==> src/rtl/inst_mem_fetch.sv <==
// Loadable instruction memory for the CPU fetch stage.
// The program is written through a load port. Fetches are registered, with a
// one-cycle latency and a stall/flush handshake. Fetching the halt opcode
// stops further issue until resume is asserted.
module inst_mem_fetch #(
    parameter int                INST_W   = 9,
    parameter int                OPC_W    = 5,
    parameter int                ADDR_W   = 16,
    parameter int                DEPTH    = 256,
    parameter logic [INST_W-1:0] NOP_WORD = 9'h000,
    parameter logic [OPC_W-1:0]  HALT_OPC = 5'b11010
) (
    input  logic              clk,
    input  logic              rst_n,
    input  logic              load_en_i,
    input  logic [ADDR_W-1:0] load_addr_i,
    input  logic [INST_W-1:0] load_data_i,
    input  logic              resume_i,
    input  logic              fetch_req_i,
    input  logic [ADDR_W-1:0] pc_i,
    input  logic              stall_i,
    input  logic              flush_i,
    output logic [INST_W-1:0] inst_o,
    output logic [ADDR_W-1:0] inst_pc_o,
    output logic              inst_valid_o,
    output logic              oob_o,
    output logic              halted_o,
    output logic              load_err_o,
    output logic [ADDR_W-1:0] load_cnt_o
);

    localparam int IDX_W = (DEPTH > 1) ? $clog2(DEPTH) : 1;
    localparam logic [ADDR_W:0] DEPTH_L = (ADDR_W+1)'(DEPTH);

    typedef enum logic [1:0] {
        ST_RUN    = 2'd0,
        ST_LOAD   = 2'd1,
        ST_HALTED = 2'd2
    } state_t;

    state_t            state_q, state_d;
    logic [INST_W-1:0] inst_q, inst_d;
    logic [ADDR_W-1:0] inst_pc_q, inst_pc_d;
    logic              valid_q, valid_d;
    logic              oob_q, oob_d;
    logic              load_err_q, load_err_d;
    logic [ADDR_W-1:0] load_cnt_q, load_cnt_d;

    logic [INST_W-1:0] mem_q [DEPTH];
    logic              mem_we;
    logic              fetch_in_range;
    logic              load_in_range;
    logic [INST_W-1:0] fetch_word;
    logic              err_base;
    logic [ADDR_W-1:0] cnt_base;

    assign fetch_in_range = ({1'b0, pc_i} < DEPTH_L);
    assign load_in_range  = ({1'b0, load_addr_i} < DEPTH_L);
    // The halt opcode must be seen at the same edge the word is captured,
    // so the array is read combinationally and the result is registered below.
    assign fetch_word = fetch_in_range ? mem_q[pc_i[IDX_W-1:0]] : NOP_WORD;

    // Program storage: written only in LOAD and never cleared by reset.
    always_ff @(posedge clk) begin
        if (mem_we) begin
            mem_q[load_addr_i[IDX_W-1:0]] <= load_data_i;
        end
    end

    // Per-cycle priority: load_en > flush > stall > fetch.
    always_comb begin
        state_d    = state_q;
        inst_d     = inst_q;
        inst_pc_d  = inst_pc_q;
        valid_d    = valid_q;
        oob_d      = oob_q;
        load_err_d = load_err_q;
        load_cnt_d = load_cnt_q;
        mem_we     = 1'b0;
        err_base   = load_err_q;
        cnt_base   = load_cnt_q;

        if (load_en_i) begin
            state_d = ST_LOAD;
            valid_d = 1'b0;
            // Entering LOAD restarts both the error flag and the word count.
            if (state_q != ST_LOAD) begin
                err_base = 1'b0;
                cnt_base = '0;
            end
            if (load_in_range) begin
                mem_we     = 1'b1;
                load_err_d = err_base;
                load_cnt_d = (cnt_base == '1) ? cnt_base : cnt_base + 1'b1;
            end else begin
                load_err_d = 1'b1;
                load_cnt_d = cnt_base;
            end
        end else begin
            // Leaving LOAD and resuming are mode changes. They do not depend
            // on the pipeline handshake.
            if (state_q == ST_LOAD) begin
                state_d = ST_RUN;
            end else if (state_q == ST_HALTED && resume_i) begin
                state_d = ST_RUN;
            end

            if (flush_i) begin
                inst_d  = NOP_WORD;
                valid_d = 1'b0;
                oob_d   = 1'b0;
            end else if (!stall_i) begin
                if (state_q == ST_RUN && fetch_req_i) begin
                    inst_d    = fetch_word;
                    inst_pc_d = pc_i;
                    valid_d   = 1'b1;
                    oob_d     = !fetch_in_range;
                    if (fetch_word[INST_W-1 -: OPC_W] == HALT_OPC) begin
                        state_d = ST_HALTED;
                    end
                end else begin
                    valid_d = 1'b0;
                end
            end
        end
    end

    // State and output registers, with asynchronous reset.
    always_ff @(posedge clk or negedge rst_n) begin
        if (!rst_n) begin
            state_q    <= ST_RUN;
            inst_q     <= NOP_WORD;
            inst_pc_q  <= '0;
            valid_q    <= 1'b0;
            oob_q      <= 1'b0;
            load_err_q <= 1'b0;
            load_cnt_q <= '0;
        end else begin
            state_q    <= state_d;
            inst_q     <= inst_d;
            inst_pc_q  <= inst_pc_d;
            valid_q    <= valid_d;
            oob_q      <= oob_d;
            load_err_q <= load_err_d;
            load_cnt_q <= load_cnt_d;
        end
    end

    assign inst_o       = inst_q;
    assign inst_pc_o    = inst_pc_q;
    assign inst_valid_o = valid_q;
    assign oob_o        = oob_q;
    assign halted_o     = (state_q == ST_HALTED);
    assign load_err_o   = load_err_q;
    assign load_cnt_o   = load_cnt_q;

endmodule
==> config.mk <==
export PLATFORM = sky130hd
export DESIGN_NAME = inst_mem_fetch
export DESIGN_NICKNAME = d
export VERILOG_FILES = /design/src/rtl/inst_mem_fetch.sv
export SDC_FILE = /design/constraint.sdc
export NUM_CORES = 2
export LEC_CHECK = 0
export BUFFER_PORTS_ARGS = -buffer_cell sky130_fd_sc_hd__buf_2
export CAP_MARGIN = 20
export CORE_UTILIZATION = 60
export CTS_BUF_LIST = sky130_fd_sc_hd__clkbuf_4
export DETAILED_ROUTE_END_ITERATION = 10
export PLACE_DENSITY = 0.76
export SLEW_MARGIN = 20
export SYNTH_ARGS = -nofsm -noshare
export SYNTH_HDL_FRONTEND = slang
export SYNTH_SLANG_ARGS = --single-unit
==> constraint.sdc <==
create_clock -name clk -period 4.7 [get_ports clk]
set_clock_uncertainty 0.2 [all_clocks]
set_input_delay 1.41 -clock clk [delete_from_list [all_inputs] [get_ports clk]]
set_output_delay 1.41 -clock clk [all_outputs]
set_load 0.05 [all_outputs]
==> impl_metrics.env <==
export IMPL_cp_data_required_time_ps=3090
export IMPL_cts_buffer_depth=4
export IMPL_syn_cell_area_mm2=0.0911
export IMPL_hpwl_um=149000
export IMPL_drc=0
export IMPL_clock_sinks=2350
export IMPL_syn_nets=4200
export IMPL_nNetsFinal=5192
export IMPL_port_buffers=92
export IMPL_endpoint_kind="primary output"
export IMPL_placeableCoreArea_mm2=0.150
export IMPL_grt_pass1_wl_um=338000
export IMPL_gr_usage_all_layers=0.311
export IMPL_grt_pass1_vias=50300
export IMPL_min_period_ps=3930
export IMPL_ys_warn_count=0
export IMPL_ioPinCount=93
export IMPL_status="complete, no violations"
export IMPL_grt_ovfl_total=0
export IMPL_worst_path_max_fanout=6
export IMPL_antenna_found_initial=12
export IMPL_clk_latency_ps=1300
export IMPL_cts_tree="yes"
export IMPL_maxCapViolations=0
export IMPL_arrival_ps=2320
export IMPL_dp_cells=6568
export IMPL_p_comb_frac=0.057
export IMPL_final_cell_mix="edfxtp_1 (2304), clkbuf_4 (845), mux4_2 (630), buf_4 (473), nor2_1 (289)"
export IMPL_power_frac_clock=0.394
export IMPL_min_from="pc_i[14]"
export IMPL_synth_seq_area_share=0.772
export IMPL_final_max_slew_viol_count=0
export IMPL_worstMarginPinSlew_ps=1160
export IMPL_synth_top_family_by_area="multiplexers"
export IMPL_synth_mux_area_frac=0.170
export IMPL_synth_flop_cell="edfxtp_1"
export IMPL_drive_above_1_share=0.392
export IMPL_fillers=8984
export IMPL_clk_pin_slew_ps=70
export IMPL_hold_buffers=1
export IMPL_gp_congestion=0.915
export IMPL_fmaxAchievable_mhz=255
export IMPL_p_sw_frac=0.222
export IMPL_fin_hold_ws_ps=187
export IMPL_path_class="reg2out"
export IMPL_synthDistinctLibCells=62
export IMPL_synth_seq_cells=2350
export IMPL_first_pass_iters=5
export IMPL_finalNonFillerCells=7560
export IMPL_start_util=0.606
export IMPL_wl_um=233000
export IMPL_die_w_um=392
export IMPL_cts_max_level=6
export IMPL_routedWlPerCell_um=30.8
export IMPL_mostFrequentLayoutCell="edfxtp_1"
export IMPL_relSlewSlack=0.225
export IMPL_cp_startpoint="state_q[1]"
export IMPL_post_cts_setup_buffers=0
export IMPL_period_share=0.836
export IMPL_power_per_cell_area_mw_per_mm2=399
export IMPL_cp_start_kind="flip-flop"
export IMPL_p_total_mw=42.0
export IMPL_r2r_start="mem_q[150][4]"
export IMPL_die_height_um=392
export IMPL_leakage_nw=34.9
export IMPL_grt_max_degree=134
export IMPL_fin_util=0.700
export IMPL_final_setup_viol_count=0
export IMPL_dpl_cell_area_mm2=0.0981
export IMPL_num_vias=49300
export IMPL_synth_compound_area_frac=0.0174
export IMPL_hold_path_class="in2reg"
export IMPL_rows=142
export IMPL_p_sw_mw=9.31
export IMPL_synth_area_per_cell_um2=22.0
export IMPL_async_reset_ff_frac=0.0196
export IMPL_drt_iter0_markers=6796
export IMPL_cts_root_buf="clkbuf_4"
export IMPL_hold_viol_final=0
export IMPL_rsz0062_at_grt="no"
export IMPL_via_per_inst=6.52
export IMPL_ctsResizeCount=0
export IMPL_peakVddDrop_mv=0.283
export IMPL_final_area_mm2=0.105
export IMPL_p_int_mw=32.6
export IMPL_synthSimpleGateAreaFrac=0.0262
export IMPL_synthXorXnorAreaFrac=0.00106
export IMPL_cts_made_buffers=587
export IMPL_ant_nets=0
export IMPL_syn2layout_area_growth_pct=15.4
export IMPL_synth_enable_flop_cells=2304
export IMPL_synth_fa_ha_area_frac=0.000137
export IMPL_synthCells=4151
export IMPL_dieArea_mm2=0.153
export IMPL_seqPwrFrac=0.549
==> registers in the layout (all words and copies together) (netlist names) <==
name,flops
mem_q,2304
inst_pc_o,16
load_cnt_o,16
inst_o,9
state_q,2
inst_valid_o,1
load_err_o,1
oob_o,1
==> layout make-up <==
type	count	area, um2	area share
flip-flops and latches	2350	70300	0.669
multi-input cells	1555	19600	0.186
clock buffers	845	6340	0.0603
repair buffers	637	5590	0.0531
well taps	2016	2520	0.0240
clock inverters	134	754	0.00717
inverters	12	50.0	0.000476
diodes	11	27.5	0.000262
==> synthesized netlist by cell type (all sizes together), types with 19 or more instances <==
| master | instances | share of area |
|---|---|---|
| o21ai | 31 | 0.0017 |
| nand3 | 39 | 0.0021 |
| a22oi | 20 | 0.0016 |
| nor2b | 19 | 0.0013 |
| clkbuf | 91 | 0.0037 |
| mux4 | 630 | 0.16 |
| mux2i | 109 | 0.012 |
| dfrtp | 46 | 0.013 |
| o221ai | 35 | 0.0034 |
| nand2 | 124 | 0.0051 |
| o22ai | 26 | 0.0018 |
| nor2 | 289 | 0.012 |
| mux2 | 19 | 0.0023 |
| edfxtp | 2304 | 0.76 |
| a21oi | 40 | 0.0022 |
| buf | 143 | 0.0092 |
| nor3 | 26 | 0.0014 |
==> worst paths after layout <==
check,slack (ps),to,cells after the start
min in group asynchronous,480,inst_o[5],2
setup / recovery,770,halted_o,2
setup reg to reg,1600,state_q[1],10
hold reg to reg,280,inst_pc_o[6],2
hold / removal,190,inst_pc_o[14],2
max in group asynchronous,3150,inst_pc_o[2],3
==> worst max-delay path: stages (launching register included) <==
cell and delay (ps):
dfrtp_1 570, nor2b_1 180, buf_2 270
==> metrics by stage <==
step / TNS (ps) / worst slack [ps]
final: 0 / 773
after global routing: 0 / 683
after CTS: 0 / 711
after detailed placement: -63.2 / -49.6
after global placement: -11.1 / -11.1
after floorplan: 0 / 475
==> per-layer routing <==
| metal | up-vias | GRT usage | share of wire |
|---|---|---|---|
| met5 | - | 0 | 0.00015 |
| met1 | 25200 | 0.423 | 0.35 |
| met3 | 611 | 0.0876 | 0.13 |
| met4 | 6 | 0.137 | 0.042 |
| li1 | 19800 | - | - |
| met2 | 3654 | 0.477 | 0.48 |
==> cells by family after synthesis <==
logic type,count (synthesis)
muxes,758
AOI/OAI and AO/OA,226
buffers and inverters,246
and+or+nand+nor,559
xor gates and xnor gates,11
DFF,2350
adders and majority gates,1
==> power groups by stage <==
stage | registers, mW | clock network (mW) | logic, mW
after floorplan | 23.6 | 0 | 1.12
after global placement | 23.5 | 0 | 2.33
after detailed placement | 23.5 | 0 | 2.37
after CTS | 23.0 | 16.7 | 2.38
after global routing | 23.0 | 17.8 | 2.49
final | 23.0 | 16.5 | 2.40
(Power assumes the default switching activity.)
